[src/rtl/apb_master.sv]
// rtl/apb_master.sv - RV32I memory-phase to APB bridge with address decode.
// Optional ACCESS-phase timeout enabled by defining APB_TIMEOUT_EN.
module apb_master #(
  parameter int NUM_SLV = 4,
  parameter int TIMEOUT = 16
) (
  input  logic                    clk,
  input  logic                    reset,
  input  logic                    transfer,
  input  logic                    write,
  input  logic [31:0]             addr,
  input  logic [31:0]             wdata,
  output logic [31:0]             rdata,
  output logic                    ready,
  output logic                    err,
  output logic [31:0]             PADDR,
  output logic                    PWRITE,
  output logic [31:0]             PWDATA,
  output logic                    PENABLE,
  output logic [NUM_SLV-1:0]      PSEL,
  input  logic [NUM_SLV*32-1:0]   PRDATA,
  input  logic [NUM_SLV-1:0]      PREADY
);

  typedef enum logic [1:0] {IDLE, SETUP, ACCESS, DECERR} state_t;

  state_t      state;
  logic        dec_write;
  logic        mapped;
  logic        sel_ready;
  logic        timeout_hit;
  logic [31:0] sel_rdata;

  assign mapped    = (addr[31:16] == 16'h1000) && ({28'd0, addr[15:12]} < NUM_SLV);
  // PSEL is the registered one-hot index, so it doubles as the response mux select
  assign sel_ready = |(PREADY & PSEL);

  always_comb begin
    sel_rdata = '0;
    for (int i = 0; i < NUM_SLV; i++) begin
      if (PSEL[i]) sel_rdata = sel_rdata | PRDATA[32*i +: 32];
    end
  end

`ifdef APB_TIMEOUT_EN
  localparam int CW = $clog2(TIMEOUT + 1);
  logic [CW-1:0] cnt;
  assign timeout_hit = (cnt == CW'(TIMEOUT - 1));
`else
  assign timeout_hit = 1'b0;
`endif

  assign ready = (state == DECERR) || ((state == ACCESS) && (sel_ready || timeout_hit));
  assign err   = (state == DECERR) || ((state == ACCESS) && !sel_ready && timeout_hit);

  always_ff @(posedge clk) begin
    if (reset) begin
      state     <= IDLE;
      PSEL      <= '0;
      PENABLE   <= 1'b0;
      PWRITE    <= 1'b0;
      PADDR     <= '0;
      PWDATA    <= '0;
      rdata     <= '0;
      dec_write <= 1'b0;
`ifdef APB_TIMEOUT_EN
      cnt       <= '0;
`endif
    end else begin
      case (state)
        IDLE: begin
          if (transfer) begin
            if (mapped) begin
              PADDR  <= addr;
              PWRITE <= write;
              PWDATA <= wdata;
              PSEL   <= NUM_SLV'(1) << addr[15:12];
              state  <= SETUP;
            end else begin
              dec_write <= write;
              state     <= DECERR;
            end
          end
        end
        SETUP: begin
          PENABLE <= 1'b1;
          state   <= ACCESS;
`ifdef APB_TIMEOUT_EN
          cnt     <= '0;
`endif
        end
        ACCESS: begin
`ifdef APB_TIMEOUT_EN
          cnt <= cnt + CW'(1);
`endif
          if (sel_ready) begin
            if (!PWRITE) rdata <= sel_rdata;
            PSEL    <= '0;
            PENABLE <= 1'b0;
            state   <= IDLE;
          end else if (timeout_hit) begin
            if (!PWRITE) rdata <= '0;
            PSEL    <= '0;
            PENABLE <= 1'b0;
            state   <= IDLE;
          end
        end
        DECERR: begin
          if (!dec_write) rdata <= '0;
          state <= IDLE;
        end
        default: state <= IDLE;
      endcase
    end
  end

endmodule

[config.mk]
export PLATFORM = sky130hd
export DESIGN_NAME = apb_master
export DESIGN_NICKNAME = d
export VERILOG_FILES = /design/src/rtl/apb_master.sv
export SDC_FILE = /design/constraint.sdc
export NUM_CORES = 1
export LEC_CHECK = 0
export CAP_MARGIN = 30
export CORE_AREA = 2 2 117 119
export CTS_CLUSTER_DIAMETER = 60
export CTS_CLUSTER_SIZE = 10
export DETAILED_ROUTE_END_ITERATION = 8
export DIE_AREA = 0 0 119 121
export PLACE_DENSITY = 0.92
export SETUP_SLACK_MARGIN = 0.4
export SLEW_MARGIN = 20
export SYNTH_ARGS = -nofsm -noshare
export SYNTH_HDL_FRONTEND = slang
export SYNTH_SLANG_ARGS = --single-unit
[constraint.sdc]
create_clock -name clk -period 2.8 [get_ports clk]
set_input_delay 0.28 -clock clk [delete_from_list [all_inputs] [get_ports clk]]
set_output_delay 0.28 -clock clk [all_outputs]
set_load 0.01 [all_outputs]
; ---- Word level (Yosys, flattened, before mapping)
; Index checks and enable logic that the tools add are counted.
[totals]
register_bits = 105
latch_bits = 0
ramBits = 0
mem_bits_ro = 0
input_bits = 200
out_inout_bits = 104
word_cells = 56
n_memories = 0
[classes]
addsub = 0
n_mul = 0
n_div = 0
order_cmp = 1
n_eq_ne = 9
shift = 1
muxes = 18
bitwise = 5
reduce_logical = 14
[op_table]
columns = operator, n
row1 = 2-to-1 mux 32 bit, 7
row2 = OR 32 bit, 3
row3 = case mux 32 bit (2 select lines), 1
row4 = equality test 16 x 13 -> 1 bit (second input constant), 1
row5 = 2-to-1 mux 4 bit, 3
row6 = != test 2 bit (second input constant), 5
row7 = case mux 2 bit (4 select lines), 1
row8 = case mux 4 bit (2 select lines), 1
row9 = AND reduction 4 bit, 2
row10 = 2-to-1 mux 2 bit, 3
row11 = AND reduction 3 bit, 2
row12 = nonzero test 2 bit, 3
row13 = AND 4 bit, 1
row14 = equality test 2 bit (second input constant), 2
row15 = < comparator 4 x 3 -> 1 bit (second input constant), 1
row16 = AND reduction 2 bit, 2
row17 = OR reduction 4 bit, 1
row18 = left shift 1 x 4 -> 4 bit (first input constant), 1
row19 = equality test 2 x 1 -> 1 bit (second input constant), 1
row20 = logical AND 1 bit, 2
row21 = zero test 2 bit, 1
row22 = case mux 1 bit (2 select lines), 1
row23 = logical OR 1 bit, 1
row24 = 2-to-1 mux 1 bit, 1
row25 = inverter 1 bit, 1

; ---- Depth between registers and ports, before layout
[logic_depth]
depth_word = 10
depth_mapped = 7
mapped_depth_nobuf = 4

; ---- Least setup slack after synthesis
; No wires, ideal clock.
[synth_timing]
path_kind = flip-flop to flip-flop
startpoint = register PSEL[3]
endpoint = register rdata[0]
setup_ns = 0.068
arrival_time_ns = 1.480
t_required_ns = 2.732
setup_slack_ns = 1.253
path_stages_with_launch = 8
n_path_buf = 3
period_less_slack_ns = 1.547
cell_sequence = dfxtp_1 > buf_2 > a22o_1 > o21ai_4 > or3_1 > buf_2 > buf_6 > o2bb2ai_2
[synth_between]
elab_chain_cells = 4
word_cells_on_any_way = 8
cone_classes = eq/ne (1) / mux (4) / bitwise (1) / reduce/logical (2)
[synth_lines]
columns = item, line
row1 = from (decl), 20  ; output logic [NUM_SLV-1:0] PSEL,
row2 = from (signal assigned), 77  ; PSEL <= NUM_SLV'(1) << addr[15:12];
row3 = AND 4 bit / 2-to-1 mux 32 bit (equally long branches), "36, 41"
row4 = OR reduction 4 bit / 2-to-1 mux 32 bit (equally long branches), "36, 97"
row5 = != test 2 bit (no line) / 2-to-1 mux 32 bit (equally long branches), n/a
row6 = AND reduction 4 bit (no line) / case mux 32 bit (2 select lines) (equally long branches), n/a
row7 = to (signal assigned), 97  ; if (!PWRITE) rdata <= sel_rdata;
row8 = to (decl), 13  ; output logic [31:0] rdata,
; Several ways; a longest one is shown, not always the timed one. The select of a mux whose other input is x is not followed.
; A chain may end at the register's enable or synchronous reset.

; ---- Worst setup path in the final report
[layout_timing]
startpoint = input port PREADY[0]
endpoint = output port ready
[layout_between]
elab_chain_cells = 4
[layout_lines]
columns = item, line
row1 = from (decl), 22  ; input logic [NUM_SLV-1:0] PREADY
row2 = AND 4 bit, 36  ; assign sel_ready = |(PREADY & PSEL);
row3 = OR reduction 4 bit, 36
row4 = logical AND 1 bit, 53  ; assign ready = (state == DECERR) || ((state == ACCESS) && (sel_ready || timeout_hit));
row5 = logical OR 1 bit, 53
row6 = to (decl), 14  ; output logic ready,
; Every way passes these cells.

==> run metrics <==
fraction of post-synthesis cell area in the top cell type by area=43.5%; total half-perimeter wirelength after legalization and detailed placement=approximately 13 mm; Avg Synthesized Cell Area=a little over 10 sq um; number of hold-slack violations in the final timing report=0; Num Clock Sinks=~110; clock tree from TritonCTS=built; worst setup path class=input port to output port; clock share of power=a little under two fifths; register share of total power=slightly below 50%; EDFF count, synth=0; Comb pwr share=a little over an eighth; kind of end point of the critical path=output port; Main synth FF type=sky130_fd_sc_hd__dfxtp_1; maximum single-stage delay on the critical path=roughly 0.5 ns; reg2reg path depth=4; fin worst setup slack=about 0.71 ns; total CTS buffers=9; maximum number of pins on one net before global-route repair=49; synthesized area=just under 0.005 sq mm; cell-by-cell trace of the critical path=clkdlybuf4s50_1 -> a22o_2 -> o31a_1 -> clkdlybuf4s50_1; sequential cell area=between 0.002 and 0.0025 sq mm; area taken by multi-input logic gates=roughly 0.0024 sq mm; final period utilization=74.7%; count leader, synth=sky130_fd_sc_hd__dfxtp_1; final setup violation count=0; warnings from Yosys=0; critical-path cell with the highest stage delay=sky130_fd_sc_hd__clkdlybuf4s50_1; worst setup path startpoint=PREADY[0]; area growth from synthesis to layout=70.3%; final-layout fill cell count=between 1000 and 1500; Via Count=~5100; final worst hold slack=0.229 ns; die extent in x=approximately 120 um; final setup TNS=0 ns; end of the worst register-to-register path=rdata[23]; unrepaired setup endpoints after global routing=false; DIE AREA=0.0144 sq mm; buffering stage count on the worst path with inverters included=2; Data required, critical path=around 2.5 ns; residual DRC count=0; Slew @ Worst Pin=about 0.93 ns; Placed Instances=around 910; Vert. Die Dim=around 120 um; startpoint of the tightest hold check path=reset; fin nets=~950; fraction of synthesis flops using an asynchronous set or reset pin=0%; Cell Rows=42; clock-pin transition on the worst setup and hold timing paths=around 0.070 ns; dominant cell type by area after synthesis=sky130_fd_sc_hd__dfxtp_1; leading post-synthesis cells by instance count=sky130_fd_sc_hd__dfxtp_1, sky130_fd_sc_hd__a21oi_1, sky130_fd_sc_hd__nand4_1, sky130_fd_sc_hd__o31ai_1, sky130_fd_sc_hd__a22o_1; effective utilization at floorplan=a little under two fifths; Internal Dissipation=2.38 mW; gate count after technology mapping=approximately 480; Highest Clock Rate=approximately 0.48 GHz; worst setup skew after layout=just over 0.008 ns; residual overflow from global routing=0; Layout Cell Area excl Fill=between 0.008 and 0.009 sq mm; buffers added on ports=around 300; Total Wirelength=~18 mm; run status=finished clean; number of buffers on the longest clock path=2; number of global-route vias before repair=~5200; non-filler cells in the finished layout=929; PD cells=376 mW/mm^2; total routing resource utilization after global routing=around a quarter; postcts setup bufs=0; area of placed instances=around 0.0080 sq mm; count of pins on the block boundary=304; Max Slew Vio Count=0; number of maximum-capacitance constraint violations=0; cell depth of the worst min-delay path=2; data arrival at the endpoint of the critical path=1.81 ns; worst-path maximum fanout=3; share of post-route cells with drive strength above 1=under 10%; clock insertion delay at the later pin of the skew report=between 0.3 and 0.4 ns; CP dominant cell by count=sky130_fd_sc_hd__clkdlybuf4s50_1; clock root buffer master=sky130_fd_sc_hd__clkbuf_16; fraction of power spent switching nets=a little under a quarter; post-synth cell types=39; top cell family by delay on the critical path=buffers and inverters; switching pwr=between 0.7 and 0.8 mW; antenna-violating nets left=0; first drt pass iteration count=4; average routed wire per standard cell=around 20 um; initial antenna violation count=1; tightest slew margin relative to the limit=38.0%; CTS Hold Buffers Added=0; global placement routability congestion=between 0.8 and 0.9; post-synth net total=around 680; Yosys reg bits=roughly 110; crit start category=input port; startpoint of the lowest-slack register-to-register path=state[1]; slack of the worst reg-to-reg path=between 0.8 and 0.9 ns; worst min-delay path endpoint=PWDATA[3]; post-cts sizing count=0; biggest area contributors in the synthesized netlist=sky130_fd_sc_hd__dfxtp_1, sky130_fd_sc_hd__o2bb2ai_2, sky130_fd_sc_hd__o31ai_1; worst hold path type=input port to flop; leakage power summed over all cells=roughly 2.7 nW; worst voltage drop across the vdd grid=between 0.3 and 0.4 mV; sequential fraction of the synthesis area=a little over two fifths; CTS H-tree lvls=3; drt initial violations=301; DP Worst Slack=around 0.47 ns; Via-to-Cell Ratio=between 5 and 6; first-pass GRT wire length=around 28 mm; Period minus WS final=2.09 ns; Core Footprint=about 0.013 sq mm
## worst max-delay path by stage
stage / slack, ns / depth (start not counted) / endpoint
after floorplan: 1.25 / 7 / rdata[0]
after global placement: 0.54 / 5 / rdata[24]
after global routing: 0.67 / 6 / PADDR[12]
after CTS: 0.70 / 4 / ready
after detailed placement: 0.47 / 6 / PADDR[5]
final: 0.71 / 4 / ready
## power by group through the flow
| stage | combinational [mW] | sequential, mW | clock [mW] |
|---|---|---|---|
| floorplan | 0.0862 | 1.54 | 0 |
| global placement | 0.401 | 1.54 | 0 |
| detailed placement | 0.407 | 1.54 | 0 |
| CTS | 0.409 | 1.50 | 1.22 |
| global route | 0.433 | 1.50 | 1.27 |
| finish | 0.409 | 1.50 | 1.18 |
## flip-flops by register name (all words and copies together) (netlist names)
| register | flops |
|---|---|
| PADDR | 32 |
| PENABLE | 1 |
| PSEL | 4 |
| PWDATA | 32 |
| PWRITE | 1 |
| dec_write | 1 |
| rdata | 32 |
| state | 2 |
## cell usage in the layout, fill, tap and decap left out, drive strengths merged, types with 3 or more instances in the layout
cell type,synthesis,routed
nand2,6,6
nand3,7,7
dfxtp,105,105
clkbuf,31,11
nand4,47,47
clkinv,0,4
inv,2,3
nor4,6,6
o21ai,3,3
a22o,34,34
a21oi,48,48
a221oi,32,32
o31ai,47,47
clkdlybuf4s50,0,302
nor2,6,6
and2,18,18
buf,29,18
o2bb2ai,32,32
mux2i,4,4
## kinds of logic (layout without fill, tap and decap cells)
kind of cell / count (synthesis) / in the layout / synth area share (%)
and+or+nand+nor: 102 / 102 / 13.4
other: 0 / 1 / 0
AOI/OAI and AO/OA: 203 / 203 / 35.7
DFF: 105 / 105 / 43.5
muxes: 4 / 4 / 0.829
buffers and inverters: 62 / 338 / 6.55
## cell type report
cell class	count	area share, %
Clock inverter	5	0.487
Clock buffer	11	2.83
Inverter	2	0.0913
Multi-Input combinational cell	309	29.5
Antenna cell	1	0.0304
Tap cell	176	2.68
Timing Repair Buffer	320	38.8
Sequential cell	105	25.6
## metrics by stage
step           power (mW)  util, %
2_1_floorplan        1.62        -
3_3_place_gp         1.94     60.8
3_5_place_dp         1.94     60.8
4_1_cts              3.13     62.8
5_1_grt              3.20     62.9
6_report             3.09     62.9
## metal layers
layer	vias to the layer above	part of all wire, %	GRT usage (%)
li1	2445	-	-
met1	2437	38	27.3
met2	218	50	43.0
met3	32	8.8	7.38
met4	0	2.7	9.52
met5	-	0	0
(Power assumes the default switching activity.)
